--- config.mk ---
export PLATFORM = sky130hd
export DESIGN_NAME = multicycle_control_flat
export DESIGN_NICKNAME = d
export VERILOG_FILES = /design/src/rtl/multicycle_control_pkg.sv /design/src/rtl/multicycle_control_if.sv /design/src/rtl/mc_ctrl_decode.sv /design/src/rtl/multicycle_control.sv /design/src/flat_wrapper.sv
export SDC_FILE = /design/constraint.sdc
export NUM_CORES = 1
export LEC_CHECK = 0
export ABC_CLOCK_PERIOD_IN_PS = 3700
export CAP_MARGIN = 20
export CORE_ASPECT_RATIO = 2
export CORE_MARGIN = 2
export CORE_UTILIZATION = 25
export CTS_CLUSTER_DIAMETER = 30
export DETAILED_ROUTE_END_ITERATION = 10
export GPL_TIMING_DRIVEN = 0
export PLACE_DENSITY = 0.52
export SYNTH_ARGS = -nofsm -noshare
export SYNTH_HDL_FRONTEND = slang
export SYNTH_HIERARCHICAL = 1
export SYNTH_SLANG_ARGS = --single-unit
--- constraint.sdc ---
create_clock -name clk -period 3.7 [get_ports clk]
set_clock_uncertainty 0.1 [all_clocks]
set_input_delay 1.11 -clock clk [delete_from_list [all_inputs] [get_ports clk]]
set_output_delay 1.11 -clock clk [all_outputs]
set_load 0.01 [all_outputs]
--- src/rtl/multicycle_control_pkg.sv ---
// Shared definitions for the multi-cycle MIPS control FSM: opcodes,
// datapath select codes, state encoding and the control-word struct.
package multicycle_control_pkg;

  localparam logic [5:0] OP_RTYPE = 6'b000000;
  localparam logic [5:0] OP_LW    = 6'b100011;
  localparam logic [5:0] OP_SW    = 6'b101011;
  localparam logic [5:0] OP_BEQ   = 6'b000100;
  localparam logic [5:0] OP_BNE   = 6'b000101;
  localparam logic [5:0] OP_J     = 6'b000010;
  localparam logic [5:0] OP_ADDI  = 6'b001000;
  localparam logic [5:0] OP_ANDI  = 6'b001100;

  localparam logic [1:0] ALUOP_ADD   = 2'b00;
  localparam logic [1:0] ALUOP_SUB   = 2'b01;
  localparam logic [1:0] ALUOP_FUNCT = 2'b10;
  localparam logic [1:0] ALUOP_AND   = 2'b11;

  localparam logic [1:0] ALUSRCB_RT    = 2'b00;
  localparam logic [1:0] ALUSRCB_FOUR  = 2'b01;
  localparam logic [1:0] ALUSRCB_IMM   = 2'b10;
  localparam logic [1:0] ALUSRCB_IMMSH = 2'b11;

  localparam logic [1:0] PCSRC_ALU    = 2'b00;
  localparam logic [1:0] PCSRC_ALUOUT = 2'b01;
  localparam logic [1:0] PCSRC_JUMP   = 2'b10;

  typedef enum logic [3:0] {
    S_RST      = 4'd0,
    S_FETCH    = 4'd1,
    S_DECODE   = 4'd2,
    S_MEMADR   = 4'd3,
    S_MEMRD    = 4'd4,
    S_MEMWB    = 4'd5,
    S_MEMWR    = 4'd6,
    S_RTYPE_EX = 4'd7,
    S_RTYPE_WB = 4'd8,
    S_BEQ      = 4'd9,
    S_BNE      = 4'd10,
    S_JUMP     = 4'd11,
    S_IMM_EX   = 4'd12,
    S_IMM_WB   = 4'd13
  } state_t;

  typedef struct packed {
    logic       pcwrite;
    logic       pcwritecond_beq;
    logic       pcwritecond_bne;
    logic       iord;
    logic       memread;
    logic       memwrite;
    logic       irwrite;
    logic       memtoreg;
    logic       regdst;
    logic       regwrite;
    logic       alusrca;
    logic [1:0] alusrcb;
    logic [1:0] aluop;
    logic [1:0] pcsource;
    logic       illegal_op;
  } ctrl_t;

  function automatic logic op_legal(input logic [5:0] op);
    return (op == OP_RTYPE) || (op == OP_LW) || (op == OP_SW) || (op == OP_BEQ) ||
           (op == OP_BNE) || (op == OP_J) || (op == OP_ADDI) || (op == OP_ANDI);
  endfunction

endpackage

--- src/rtl/multicycle_control_if.sv ---
// Controller <-> datapath bundle: opcode and memory-ready in, control strobes out.
// master = controller, slave = datapath.
interface multicycle_control_if;
  import multicycle_control_pkg::*;

  logic [5:0] op;
  logic       mem_ready;
  logic       pcwrite;
  logic       pcwritecond_beq;
  logic       pcwritecond_bne;
  logic       iord;
  logic       memread;
  logic       memwrite;
  logic       irwrite;
  logic       memtoreg;
  logic       regdst;
  logic       regwrite;
  logic       alusrca;
  logic [1:0] alusrcb;
  logic [1:0] aluop;
  logic [1:0] pcsource;
  logic       illegal_op;

  modport master (
    input  op, mem_ready,
    output pcwrite, pcwritecond_beq, pcwritecond_bne, iord, memread, memwrite,
           irwrite, memtoreg, regdst, regwrite, alusrca, alusrcb, aluop, pcsource,
           illegal_op
  );

  modport slave (
    output op, mem_ready,
    input  pcwrite, pcwritecond_beq, pcwritecond_bne, iord, memread, memwrite,
           irwrite, memtoreg, regdst, regwrite, alusrca, alusrcb, aluop, pcsource,
           illegal_op
  );
endinterface

--- src/rtl/mc_ctrl_decode.sv ---
// Combinational control-word decode of the FSM state.
// Ports: state, op (used in DECODE/IMM_EX), mem_ready (gates FETCH writes) -> ctrl.
module mc_ctrl_decode
  import multicycle_control_pkg::*;
(
  input  state_t     state,
  input  logic [5:0] op,
  input  logic       mem_ready,
  output ctrl_t      ctrl
);

  always_comb begin
    ctrl = '0;
    unique case (state)
      S_FETCH: begin
        ctrl.memread = 1'b1;
        ctrl.alusrcb = ALUSRCB_FOUR;
        // IR/PC only advance once the instruction word has actually arrived
        ctrl.irwrite = mem_ready;
        ctrl.pcwrite = mem_ready;
      end
      S_DECODE: begin
        ctrl.alusrcb    = ALUSRCB_IMMSH;
        ctrl.illegal_op = !op_legal(op);
      end
      S_MEMADR: begin
        ctrl.alusrca = 1'b1;
        ctrl.alusrcb = ALUSRCB_IMM;
      end
      S_MEMRD: begin
        ctrl.iord    = 1'b1;
        ctrl.memread = 1'b1;
      end
      S_MEMWB: begin
        ctrl.memtoreg = 1'b1;
        ctrl.regwrite = 1'b1;
      end
      S_MEMWR: begin
        ctrl.iord     = 1'b1;
        ctrl.memwrite = 1'b1;
      end
      S_RTYPE_EX: begin
        ctrl.alusrca = 1'b1;
        ctrl.aluop   = ALUOP_FUNCT;
      end
      S_RTYPE_WB: begin
        ctrl.regdst   = 1'b1;
        ctrl.regwrite = 1'b1;
      end
      S_BEQ, S_BNE: begin
        ctrl.alusrca         = 1'b1;
        ctrl.aluop           = ALUOP_SUB;
        ctrl.pcsource        = PCSRC_ALUOUT;
        ctrl.pcwritecond_beq = (state == S_BEQ);
        ctrl.pcwritecond_bne = (state == S_BNE);
      end
      S_JUMP: begin
        ctrl.pcwrite  = 1'b1;
        ctrl.pcsource = PCSRC_JUMP;
      end
      S_IMM_EX: begin
        ctrl.alusrca = 1'b1;
        ctrl.alusrcb = ALUSRCB_IMM;
        ctrl.aluop   = (op == OP_ANDI) ? ALUOP_AND : ALUOP_ADD;
      end
      S_IMM_WB: ctrl.regwrite = 1'b1;
      default: ;
    endcase
  end

endmodule

--- src/rtl/multicycle_control.sv ---
// Multi-cycle MIPS main control FSM: state register, next-state logic,
// retired-instruction counter; control word decoded by mc_ctrl_decode.
// Ports: clk, rst_n (async low), bus (op/mem_ready in, controls out),
//        state (debug), instr_count (retired instructions, wraps).
module multicycle_control
  import multicycle_control_pkg::*;
#(
  parameter int CNT_W = 32
) (
  input  logic                 clk,
  input  logic                 rst_n,
  multicycle_control_if.master bus,
  output logic [3:0]           state,
  output logic [CNT_W-1:0]     instr_count
);

  state_t state_q, state_nxt;
  ctrl_t  ctrl;
  logic   retire;

  always_ff @(posedge clk or negedge rst_n) begin
    if (!rst_n) state_q <= S_RST;
    else        state_q <= state_nxt;
  end

  always_comb begin
    state_nxt = state_q;
    unique case (state_q)
      S_RST:      state_nxt = S_FETCH;
      S_FETCH:    if (bus.mem_ready) state_nxt = S_DECODE;
      S_DECODE: begin
        unique case (bus.op)
          OP_LW, OP_SW:     state_nxt = S_MEMADR;
          OP_RTYPE:         state_nxt = S_RTYPE_EX;
          OP_BEQ:           state_nxt = S_BEQ;
          OP_BNE:           state_nxt = S_BNE;
          OP_J:             state_nxt = S_JUMP;
          OP_ADDI, OP_ANDI: state_nxt = S_IMM_EX;
          default:          state_nxt = S_FETCH;
        endcase
      end
      S_MEMADR:   state_nxt = (bus.op == OP_SW) ? S_MEMWR : S_MEMRD;
      S_MEMRD:    if (bus.mem_ready) state_nxt = S_MEMWB;
      S_MEMWB:    state_nxt = S_FETCH;
      S_MEMWR:    if (bus.mem_ready) state_nxt = S_FETCH;
      S_RTYPE_EX: state_nxt = S_RTYPE_WB;
      S_RTYPE_WB: state_nxt = S_FETCH;
      S_BEQ:      state_nxt = S_FETCH;
      S_BNE:      state_nxt = S_FETCH;
      S_JUMP:     state_nxt = S_FETCH;
      S_IMM_EX:   state_nxt = S_IMM_WB;
      S_IMM_WB:   state_nxt = S_FETCH;
      default:    state_nxt = S_RST;
    endcase
  end

  // Only completing states retire; an illegal op returns from DECODE uncounted.
  always_comb begin
    unique case (state_q)
      S_MEMWB, S_RTYPE_WB, S_BEQ, S_BNE, S_JUMP, S_IMM_WB: retire = 1'b1;
      S_MEMWR: retire = bus.mem_ready;
      default: retire = 1'b0;
    endcase
  end

  always_ff @(posedge clk or negedge rst_n) begin
    if (!rst_n)      instr_count <= '0;
    else if (retire) instr_count <= instr_count + 1'b1;
  end

  mc_ctrl_decode u_dec (
    .state     (state_q),
    .op        (bus.op),
    .mem_ready (bus.mem_ready),
    .ctrl      (ctrl)
  );

  assign state               = state_q;
  assign bus.pcwrite         = ctrl.pcwrite;
  assign bus.pcwritecond_beq = ctrl.pcwritecond_beq;
  assign bus.pcwritecond_bne = ctrl.pcwritecond_bne;
  assign bus.iord            = ctrl.iord;
  assign bus.memread         = ctrl.memread;
  assign bus.memwrite        = ctrl.memwrite;
  assign bus.irwrite         = ctrl.irwrite;
  assign bus.memtoreg        = ctrl.memtoreg;
  assign bus.regdst          = ctrl.regdst;
  assign bus.regwrite        = ctrl.regwrite;
  assign bus.alusrca         = ctrl.alusrca;
  assign bus.alusrcb         = ctrl.alusrcb;
  assign bus.aluop           = ctrl.aluop;
  assign bus.pcsource        = ctrl.pcsource;
  assign bus.illegal_op      = ctrl.illegal_op;

endmodule

--- src/flat_wrapper.sv ---
// flat-port wrapper written by rule: the top's interface ports become plain ports
module multicycle_control_flat import multicycle_control_pkg::*;
#(
  parameter int CNT_W = 32
)
  (clk, rst_n, state, instr_count, bus_op, bus_mem_ready, bus_pcwrite, bus_pcwritecond_beq, bus_pcwritecond_bne, bus_iord, bus_memread, bus_memwrite, bus_irwrite, bus_memtoreg, bus_regdst, bus_regwrite, bus_alusrca, bus_alusrcb, bus_aluop, bus_pcsource, bus_illegal_op);
  multicycle_control_if bus_i ();
  input  logic clk;
  input  logic rst_n;
  output logic [3:0] state;
  output logic [CNT_W-1:0] instr_count;
  input wire logic [$bits(bus_i.op)-1:0] bus_op;
  input wire logic [$bits(bus_i.mem_ready)-1:0] bus_mem_ready;
  output wire logic [$bits(bus_i.pcwrite)-1:0] bus_pcwrite;
  output wire logic [$bits(bus_i.pcwritecond_beq)-1:0] bus_pcwritecond_beq;
  output wire logic [$bits(bus_i.pcwritecond_bne)-1:0] bus_pcwritecond_bne;
  output wire logic [$bits(bus_i.iord)-1:0] bus_iord;
  output wire logic [$bits(bus_i.memread)-1:0] bus_memread;
  output wire logic [$bits(bus_i.memwrite)-1:0] bus_memwrite;
  output wire logic [$bits(bus_i.irwrite)-1:0] bus_irwrite;
  output wire logic [$bits(bus_i.memtoreg)-1:0] bus_memtoreg;
  output wire logic [$bits(bus_i.regdst)-1:0] bus_regdst;
  output wire logic [$bits(bus_i.regwrite)-1:0] bus_regwrite;
  output wire logic [$bits(bus_i.alusrca)-1:0] bus_alusrca;
  output wire logic [$bits(bus_i.alusrcb)-1:0] bus_alusrcb;
  output wire logic [$bits(bus_i.aluop)-1:0] bus_aluop;
  output wire logic [$bits(bus_i.pcsource)-1:0] bus_pcsource;
  output wire logic [$bits(bus_i.illegal_op)-1:0] bus_illegal_op;
  assign bus_i.op = bus_op;
  assign bus_i.mem_ready = bus_mem_ready;
  assign bus_pcwrite = bus_i.pcwrite;
  assign bus_pcwritecond_beq = bus_i.pcwritecond_beq;
  assign bus_pcwritecond_bne = bus_i.pcwritecond_bne;
  assign bus_iord = bus_i.iord;
  assign bus_memread = bus_i.memread;
  assign bus_memwrite = bus_i.memwrite;
  assign bus_irwrite = bus_i.irwrite;
  assign bus_memtoreg = bus_i.memtoreg;
  assign bus_regdst = bus_i.regdst;
  assign bus_regwrite = bus_i.regwrite;
  assign bus_alusrca = bus_i.alusrca;
  assign bus_alusrcb = bus_i.alusrcb;
  assign bus_aluop = bus_i.aluop;
  assign bus_pcsource = bus_i.pcsource;
  assign bus_illegal_op = bus_i.illegal_op;
  multicycle_control #(.CNT_W(CNT_W)) u_core (.clk(clk), .rst_n(rst_n), .bus(bus_i), .state(state), .instr_count(instr_count));
endmodule
* Word-level counts from Yosys, hierarchy flattened
Cells that the tools add are included.
** Storage, ports and cells
- Output and inout port bits :: 54
- Register bits after elaboration :: 36
- Word-level logic and storage cells :: 69
- Bits of input ports :: 9
** Operators by class
- Add/subtract/negate cells :: 1
- Mux-type cells :: 22
- Reduce and logical (&&, ||, !) cells :: 21
- Equality and inequality tests :: 23
** Operator list (number)
- 32-bit by 1-bit adder with 32-bit output (second input constant) :: 1
- 4-bit case mux with 8 select lines :: 1
- 4-bit equality test (second input constant) :: 6
- 4-bit case mux with 6 select lines :: 1
- 4-bit by 3-bit equality test with 1-bit output (second input constant) :: 4
- 6-bit by 3-bit equality test with 1-bit output (second input constant) :: 2
- 6-bit by 4-bit equality test with 1-bit output (second input constant) :: 2
- 6-bit equality test (second input constant) :: 2
- 4-bit two-way mux :: 3
- 2-bit case mux with 3 select lines :: 2
- 2-bit OR reduction :: 6
- 1-bit two-way mux :: 9
- 4-bit by 2-bit equality test with 1-bit output (second input constant) :: 2
- 1-bit logical OR :: 7
- 7-bit OR reduction :: 1
- 6-bit by 2-bit equality test with 1-bit output (second input constant) :: 1
- 6-bit logical NOT :: 1
- 2-bit two-way mux :: 3
- 2-bit != test (second input constant) :: 3
- 6-bit OR reduction :: 1
- 5-bit OR reduction :: 1
- 4-bit by 1-bit equality test with 1-bit output (second input constant) :: 1
- 4-bit logical NOT :: 1
- 1-bit case mux with 2 select lines :: 2
- other kinds (4) :: 4

* Logic depth before layout (Yosys ltp)
Gate-level depths: netlist of the first run.
- Word-level depth :: 10
- Mapped depth :: 6
- Mapped depth without buffers :: 5

* By module
The synthesis of the first run kept the hierarchy.
** By module, submodules not included
- multicycle_control :: times used 1, seq. area each 900.9 um^2, cells each 177, area an instance 1913.1 um^2
- mc_ctrl_decode :: times used 1, seq. area each 0.0 um^2, cells each 50, area an instance 339.1 um^2

* Least setup slack after synthesis of the first run
Ideal clock, no wire load.
- Kind :: input port to output port
- Start :: input bus_op[0]
- End :: output bus_aluop[1]
- Path buffers :: 0
- Data required time :: 2.490 ns
- Path slack :: 0.699 ns
- Stages on the path :: 3
- Arrival time :: 1.791 ns
- Cells stage by stage :: and4bb_2 nand4_1 a21boi_0
** Between the ends
- Longest elaborated chain between the ends :: 3
** RTL lines
- start: declaration :: line flat_wrapper.sv:12 : input wire logic [$bits(bus_i.op)-1:0] bus_op;
- 6-bit by 4-bit equality test with 1-bit output :: line mc_ctrl_decode.sv:64 : ctrl.aluop = (op == OP_ANDI) ? ALUOP_AND : ALUOP_ADD;
- 2-bit two-way mux :: line mc_ctrl_decode.sv:64
- 2-bit case mux with 3 select lines :: line mc_ctrl_decode.sv:14 : unique case (state)
- end: declaration :: line flat_wrapper.sv:26 : output wire logic [$bits(bus_i.aluop)-1:0] bus_aluop;
No other way between the ends.

* Final worst setup path of the first run
- Start :: input bus_mem_ready
- End :: output bus_pcwrite
** Between the ends
- Longest elaborated chain between the ends :: 1
** RTL lines
- start: declaration :: line flat_wrapper.sv:13 : input wire logic [$bits(bus_i.mem_ready)-1:0] bus_mem_ready;
- 1-bit case mux with 2 select lines :: line mc_ctrl_decode.sv:14
- end: declaration :: line flat_wrapper.sv:14 : output wire logic [$bits(bus_i.pcwrite)-1:0] bus_pcwrite;
No other way between the ends.

==> metrics.md, run 1 <==
| Metric | Value |
|---|---|
| Worst VDD drop | `201 uV` |
| Post-Synthesis Cells | `~230` |
| Vias in the first global route | `just under 2,000` |
| Cell Pwr Density | `about 520 nW/um2` |
| Routability Congestion | `between 0.7 and 0.8` |
| Ports | `between 60 and 70` |
| Yosys Warn Count | `6` |
| Global-route wire length before repair | `9.97 mm` |
| CORE AREA | `between 8000 and 9000 um2` |
| Hold path depth | `1` |
| Via density | `4.93` |
| Total global-route track usage | `about an eighth` |
| Post-route ant nets | `0` |
| F_max | `around 0.28 GHz` |
| Setup violators final | `0` |
| Setup crit start kind | `input pin` |
| Area grow syn2layout | `40.9%` |
| Main synth FF type | `dfrtp_1` |
| Setup crit end kind | `output pin` |
| Largest net degree at the start of global routing | `37` |
| Row count | `approximately 50` |
| Largest family of logic cells by synthesized area | `simple AND/OR/NAND/NOR gates` |
| Synth top area share | `between 40% and 50%` |
| Critical Path Fanout Max | `7` |
| N_diodes | `0` |
| Dpl cell area | `3000 um2` |
| Die area | `9830 um2` |
| R2R depth | `6` |
| Worst min path class | `flop to flop` |
| PnR worst setup slack | `0.101 ns` |
| Wire per inst | `15.2 um` |
| Die Span Y | `between 100 and 150 um` |
| CTS buffer count | `5` |
| Hold-fix buffers, CTS | `0` |
| Layout cells sized above 1 | `between 10% and 20%` |
| Arrival time at the worst endpoint | `around 2.4 ns` |
| Async S/R FF share, synth | `100%` |
| Fin. max-slew vios | `0` |
| Die width | `71.1 um` |
| Unrepaired setup endpoints after global routing | `no` |
| Worst skew pair latency | `roughly 0.28 ns` |
| Seq/Total Area, Yosys | `between 40% and 50%` |
| CTS tree | `yes` |
| #FFs+latches synth | `36` |
| GR Overflow Total | `0` |
| Pre-CTS setup slack | `-0.466 ns` |
| Largest area contributor in the netlist | `dfrtp_1` |
| Top cells by area, synth | `dfrtp_1 40%, xnor2_1 12%, nand4_1 3.9%` |
| H-tree levels | `2` |
| Pre-Repair DR Iteration Count | `4` |
| Worst slew pin tran | `0.815 ns` |
| Final Cell Area | `roughly 3200 um2` |
| Avg Cell Area, Syn | `around 10 um2` |
| Clk sinks | `36` |
| Routed WL | `6.07 mm` |
| Adder-cell share of the synthesized area | `less than 1%` |
| Vias after detailed routing | `between 1,500 and 2,000` |
| Period minus WS final | `3.60 ns` |
| Static Leak | `1.22 nW` |
| Post-synthesis compound-gate area fraction | `a little under an eighth` |
| Setup CP Type | `input pin to output pin` |
| Max-cap violations | `0` |
| CTS Buffer Depth | `2` |
| Initial antenna violation count | `0` |
| DRC | `0` |
| Mux cell area share after synthesis | `1.00%` |
| Count leader, synth | `dfrtp_1` |
| Number of synthesized flops with an enable pin | `0` |
| Layout Utilization | `35.7%` |
| Synth unique cells | `between 50 and 60` |
| I/O Buffers | `between 60 and 70` |
| Initial Util | `around 25%` |
| Root buf cell | `clkbuf_16` |
| Status | `complete, no violations` |
| XOR/XNOR Fraction of Synth Area | `12.8%` |
| Syn Nets | `around 240` |
| Worst-path clk slew | `roughly 0.060 ns` |
| Post-synthesis cell area | `~2300 um2` |
| Final hold violations | `0` |
| Final Cycle Share | `a little over nine tenths` |
| 1st-iter DRT viols | `83` |
| Rel. slew slack | `45.7%` |
| Post-synth top cells | `36 x dfrtp_1, 31 x xnor2_1, 17 x nor2_1, 14 x nand4_1, 13 x nand3_1` |
| Hpwl dp | `around 4.6 mm` |
| Simple logic cell fraction of the synthesized area | `a little under 30%` |
| Layout Nets | `about 310` |
| Req. time, crit path | `~2.5 ns` |
[flip-flops by register name, summed over array words and instances (netlist names)]
register and cells:
u_core/instr_count 32, u_core/state 4
[kinds of logic (layout without fill, tap and decap cells)]
| group | after synthesis | after routing |
|---|---|---|
| simple gates | 104 | 104 |
| flops | 36 | 36 |
| compound gates | 34 | 34 |
| xor+xnor | 33 | 33 |
| buf+inv | 17 | 88 |
| mux | 2 | 2 |
| fa+ha+maj | 1 | 1 |
[layer usage]
layer / vias up / global-route usage (%) / part of all wire (%)
li1: 976 / - / -
met1: 952 / 13.2 / 37
met2: 42 / 24.2 / 58
met3: 2 / 3.13 / 4.1
met4: 0 / 3.87 / 0.77
met5: - / 0 / 0
[worst paths after layout]
check                                        from                endpoint  slack (ns)
max                                 bus_mem_ready             bus_pcwrite        0.10
min                        u_core/instr_count[31]  u_core/instr_count[31]        0.37
max reg2reg                       u_core/state[3]  u_core/instr_count[21]        1.65
min reg2reg                u_core/instr_count[31]  u_core/instr_count[31]        0.37
max in group asynchronous                   rst_n         u_core/state[0]        2.16
min in group asynchronous                   rst_n  u_core/instr_count[13]        0.83
[final cells by class]
class / instances / area, um2
well taps: 102 / 128
clock inverters: 3 / 42.5
inverters: 5 / 18.8
flip-flops and latches: 36 / 901
multi-input cells: 174 / 1250
clock buffers: 5 / 125
fillers: 928 / 5720
plain buffers: 12 / 82.6
repair buffers: 63 / 623
[worst max-delay path, stage by stage]
cell and delay (ns):
clkdlybuf4s15_2 0.28, nor3b_1 0.20, a21oi_1 0.06, nor3b_1 0.18
clkdlybuf4s50_1 0.57
[per-stage QoR]
step                total power [mW]  hold WS (ns)  instances  TNS [ns]
floorplan                      0.889         0.408        227         0
global placement                1.18         0.367        391     -1.79
detailed placement              1.19         0.375        391     -1.83
CTS                             1.67         0.383        400         0
global route                    1.75         0.409        400         0
finish                          1.65         0.372        400         0
[cells in the final DEF (no fill, tap or decap), types with 7 or more instances in the layout]
master           instances
nand2_1                  9
xnor2_1                 31
clkdlybuf4s50_1         51
nand3_1                 13
and3_1                   7
dfrtp_1                 36
nor2_1                  16
nand4_1                 14
[repair_timing]
item | 4_1_cts | 5_1_grt
pin swaps | 2 | 0
buffers inserted | 1 | 0
gates resized for setup | 21 | 1
endpoints found under the setup margin | 5 | 1
[power by group]
part	internal, mW	switching, mW	total (mW)
sequential	0.434	0.0917	0.526
clock	0.316	0.161	0.478
combinational	0.335	0.315	0.650
(Power assumes the default switching activity.)
==> run 2: changes to the inputs <==
--- a/config.mk
+++ b/config.mk
@@ -10,7 +10,6 @@
 export CORE_ASPECT_RATIO = 2
 export CORE_MARGIN = 2
 export CORE_UTILIZATION = 25
-export CTS_CLUSTER_DIAMETER = 30
 export DETAILED_ROUTE_END_ITERATION = 10
 export GPL_TIMING_DRIVEN = 0
 export PLACE_DENSITY = 0.52
==> results of run 2 <==
Same layout as run 1: the final DEF is identical, and so are final timing and power.
==> run 3: changes to the inputs <==
--- a/config.mk
+++ b/config.mk
@@ -17,3 +17,4 @@
 export SYNTH_HDL_FRONTEND = slang
 export SYNTH_HIERARCHICAL = 1
 export SYNTH_SLANG_ARGS = --single-unit
+export TNS_END_PERCENT = 50
==> metrics.md, run 3 (synthesis gave the netlist of run 1 again) <==
| Metric | Value |
|---|---|
| Setup crit start kind | `input pin` |
| DR top layer | `met4` |
| Setup crit end kind | `output pin` |
| Layout Nets | `just over 300` |
| Total global-route track usage | `between 10% and 20%` |
| Critical path cell sequence | `clkdlybuf4s15_2 -> nor3b_1 -> a21oi_1 -> nor3b_1 -> clkdlybuf4s50_1` |
| DRC | `0` |
| Worst min path class | `flop to flop` |
| PnR worst setup slack | `0.0911 ns` |
| F_max | `approximately 0.28 GHz` |
| Status | `complete, no violations` |
| Final Cell Area | `around 3200 um2` |
| Hold-fix buffers, CTS | `0` |
| Die width | `71.1 um` |
| Routability Congestion | `slightly below 0.8` |
| Req. time, crit path | `about 2.5 ns` |
| 1st-iter DRT viols | `82` |
| Critical Path Fanout Max | `7` |
| Most frequent CP cell | `nor3b_1` |
| Initial Util | `roughly a quarter` |
| Worst VDD drop | `201 uV` |
| Arrival time at the worst endpoint | `2.40 ns` |
| Row count | `a little under 50` |
| Clk sinks | `36` |
| Final hold violations | `0` |
| H-tree levels | `2` |
| CTS buffer count | `5` |
| Vias in the first global route | `between 1,500 and 2,000` |
| CP max stage delay | `around 0.57 ns` |
| Commonest non-fill, non-tap cell in the layout | `clkdlybuf4s50_1` |
| Unrepaired setup endpoints after global routing | `no` |
| CTS Buffer Depth | `2` |
| Pre-CTS setup slack | `-0.466 ns` |
| Setup CP Type | `input pin to output pin` |
| Dpl cell area | `roughly 3000 um2` |
| Worst Path Buf+Inv | `2` |
| Period minus WS final | `3.61 ns` |
| Hpwl dp | `roughly 4.6 mm` |
| Final Cycle Share | `97.5%` |
| Largest Register | `u_core/instr_count` |
| Vias after detailed routing | `~2,000` |
| Layout cells sized above 1 | `a little over an eighth` |
| Ports | `between 60 and 70` |
| Die Span Y | `138 um` |
| Hold_ws | `approximately 0.37 ns` |
| Via density | `slightly below 5` |
| CORE AREA | `8890 um2` |
| Most frequent cells in the layout | `51 x clkdlybuf4s50_1, 36 x dfrtp_1, 31 x xnor2_1` |
| Rel. slew slack | `a little under half` |
| WL met3 | `262 um` |
| Wire per inst | `~15 um` |
| Worst skew pair latency | `~0.28 ns` |
| Post-route ant nets | `0` |
| Fin. max-slew vios | `0` |
| Design Power | `between 1.5 and 2 mW` |
| Static Leak | `1.21 nW` |
| Routed WL | `between 6 and 7 mm` |
| N_diodes | `0` |
| GR Overflow Total | `0` |
| Setup violators final | `0` |
| Metal-1 WL | `around 2.2 mm` |
| Worst slew pin tran | `0.813 ns` |
| Max-cap violations | `0` |
| Delay-heaviest family, CP | `buffers and inverters` |
| Initial antenna violation count | `0` |
| # fillers | `928` |
| Die area | `a little under 10,000 um2` |
| Root buf cell | `clkbuf_16` |
| Area grow syn2layout | `40.6%` |
| Cell Pwr Density | `about 520 nW/um2` |
| I/O Buffers | `62` |
| Worst-path clk slew | `approximately 0.060 ns` |
| Largest net degree at the start of global routing | `37` |
| Largest register FFs | `32` |
| Highest-delay cell along the critical path | `clkdlybuf4s50_1` |
| Wire length on met2 | `~3.5 mm` |
| CTS tree | `yes` |
| Pre-Repair DR Iteration Count | `4` |
| Global-route wire length before repair | `around 9.9 mm` |
run 3: cell types whose count changed in the layout (fill, tap and decap cells not counted):
cell      before  now
a21boi_0       1    2
a21boi_1       1    0
buf_4          4    3
run 3: layer usage:
layer  track usage, %  vias up
met4             3.87        0
met1             13.2      947
met3             3.13        4
li1                 -      970
met2             24.2       48
met5                0        -
run 3: worst paths after layout:
kind | start | endpoint | slack [ns] | depth (start not counted)
worst max-delay path | bus_mem_ready | bus_pcwrite | 0.09 | 5
worst min-delay path | u_core/instr_count[31] | u_core/instr_count[31] | 0.37 | 1
worst max register to register | u_core/state[3] | u_core/instr_count[21] | 1.64 | 6
worst min register to register | u_core/instr_count[31] | u_core/instr_count[31] | 0.37 | 1
max in group asynchronous | rst_n | u_core/state[0] | 2.16 | 1
min in group asynchronous | rst_n | u_core/instr_count[13] | 0.83 | 1
run 3: timing repair:
| item | in CTS | in global routing |
|---|---|---|
| resized for setup | 21 | 0 |
| endpoints found under the setup margin | 5 | 0 |
| endpoints found under the hold margin | 0 | 0 |
| setup buffers | 0 | 0 |
run 3: area by class of cell:
type	count	area [um2]	area share (%)
Multi-Input combinational cell	174	1250	39.6
Sequential cell	36	901	28.5
Timing Repair Buffer	62	616	19.4
Tap cell	102	128	4.03
Clock buffer	5	125	3.95
Buffer	12	82.6	2.61
Clock inverter	3	42.5	1.34
Inverter	5	18.8	0.593
run 3: stage by stage:
stage | std cells | TNS [ns] | util (%)
finish | 399 | 0 | 35.6
global route | 399 | 0 | 35.6
CTS | 399 | 0 | 35.6
detailed placement | 391 | -1.83 | 33.7
global placement | 391 | -1.79 | 33.8
floorplan | 227 | 0 | -
run 3: power breakdown:
| part | internal [mW] | switching [mW] | leakage, nW |
|---|---|---|---|
| logic | 0.334 | 0.314 | 0.646 |
| registers | 0.434 | 0.0918 | 0.485 |
| clock network | 0.316 | 0.160 | 0.0798 |
| total | 1.08 | 0.566 | 1.21 |
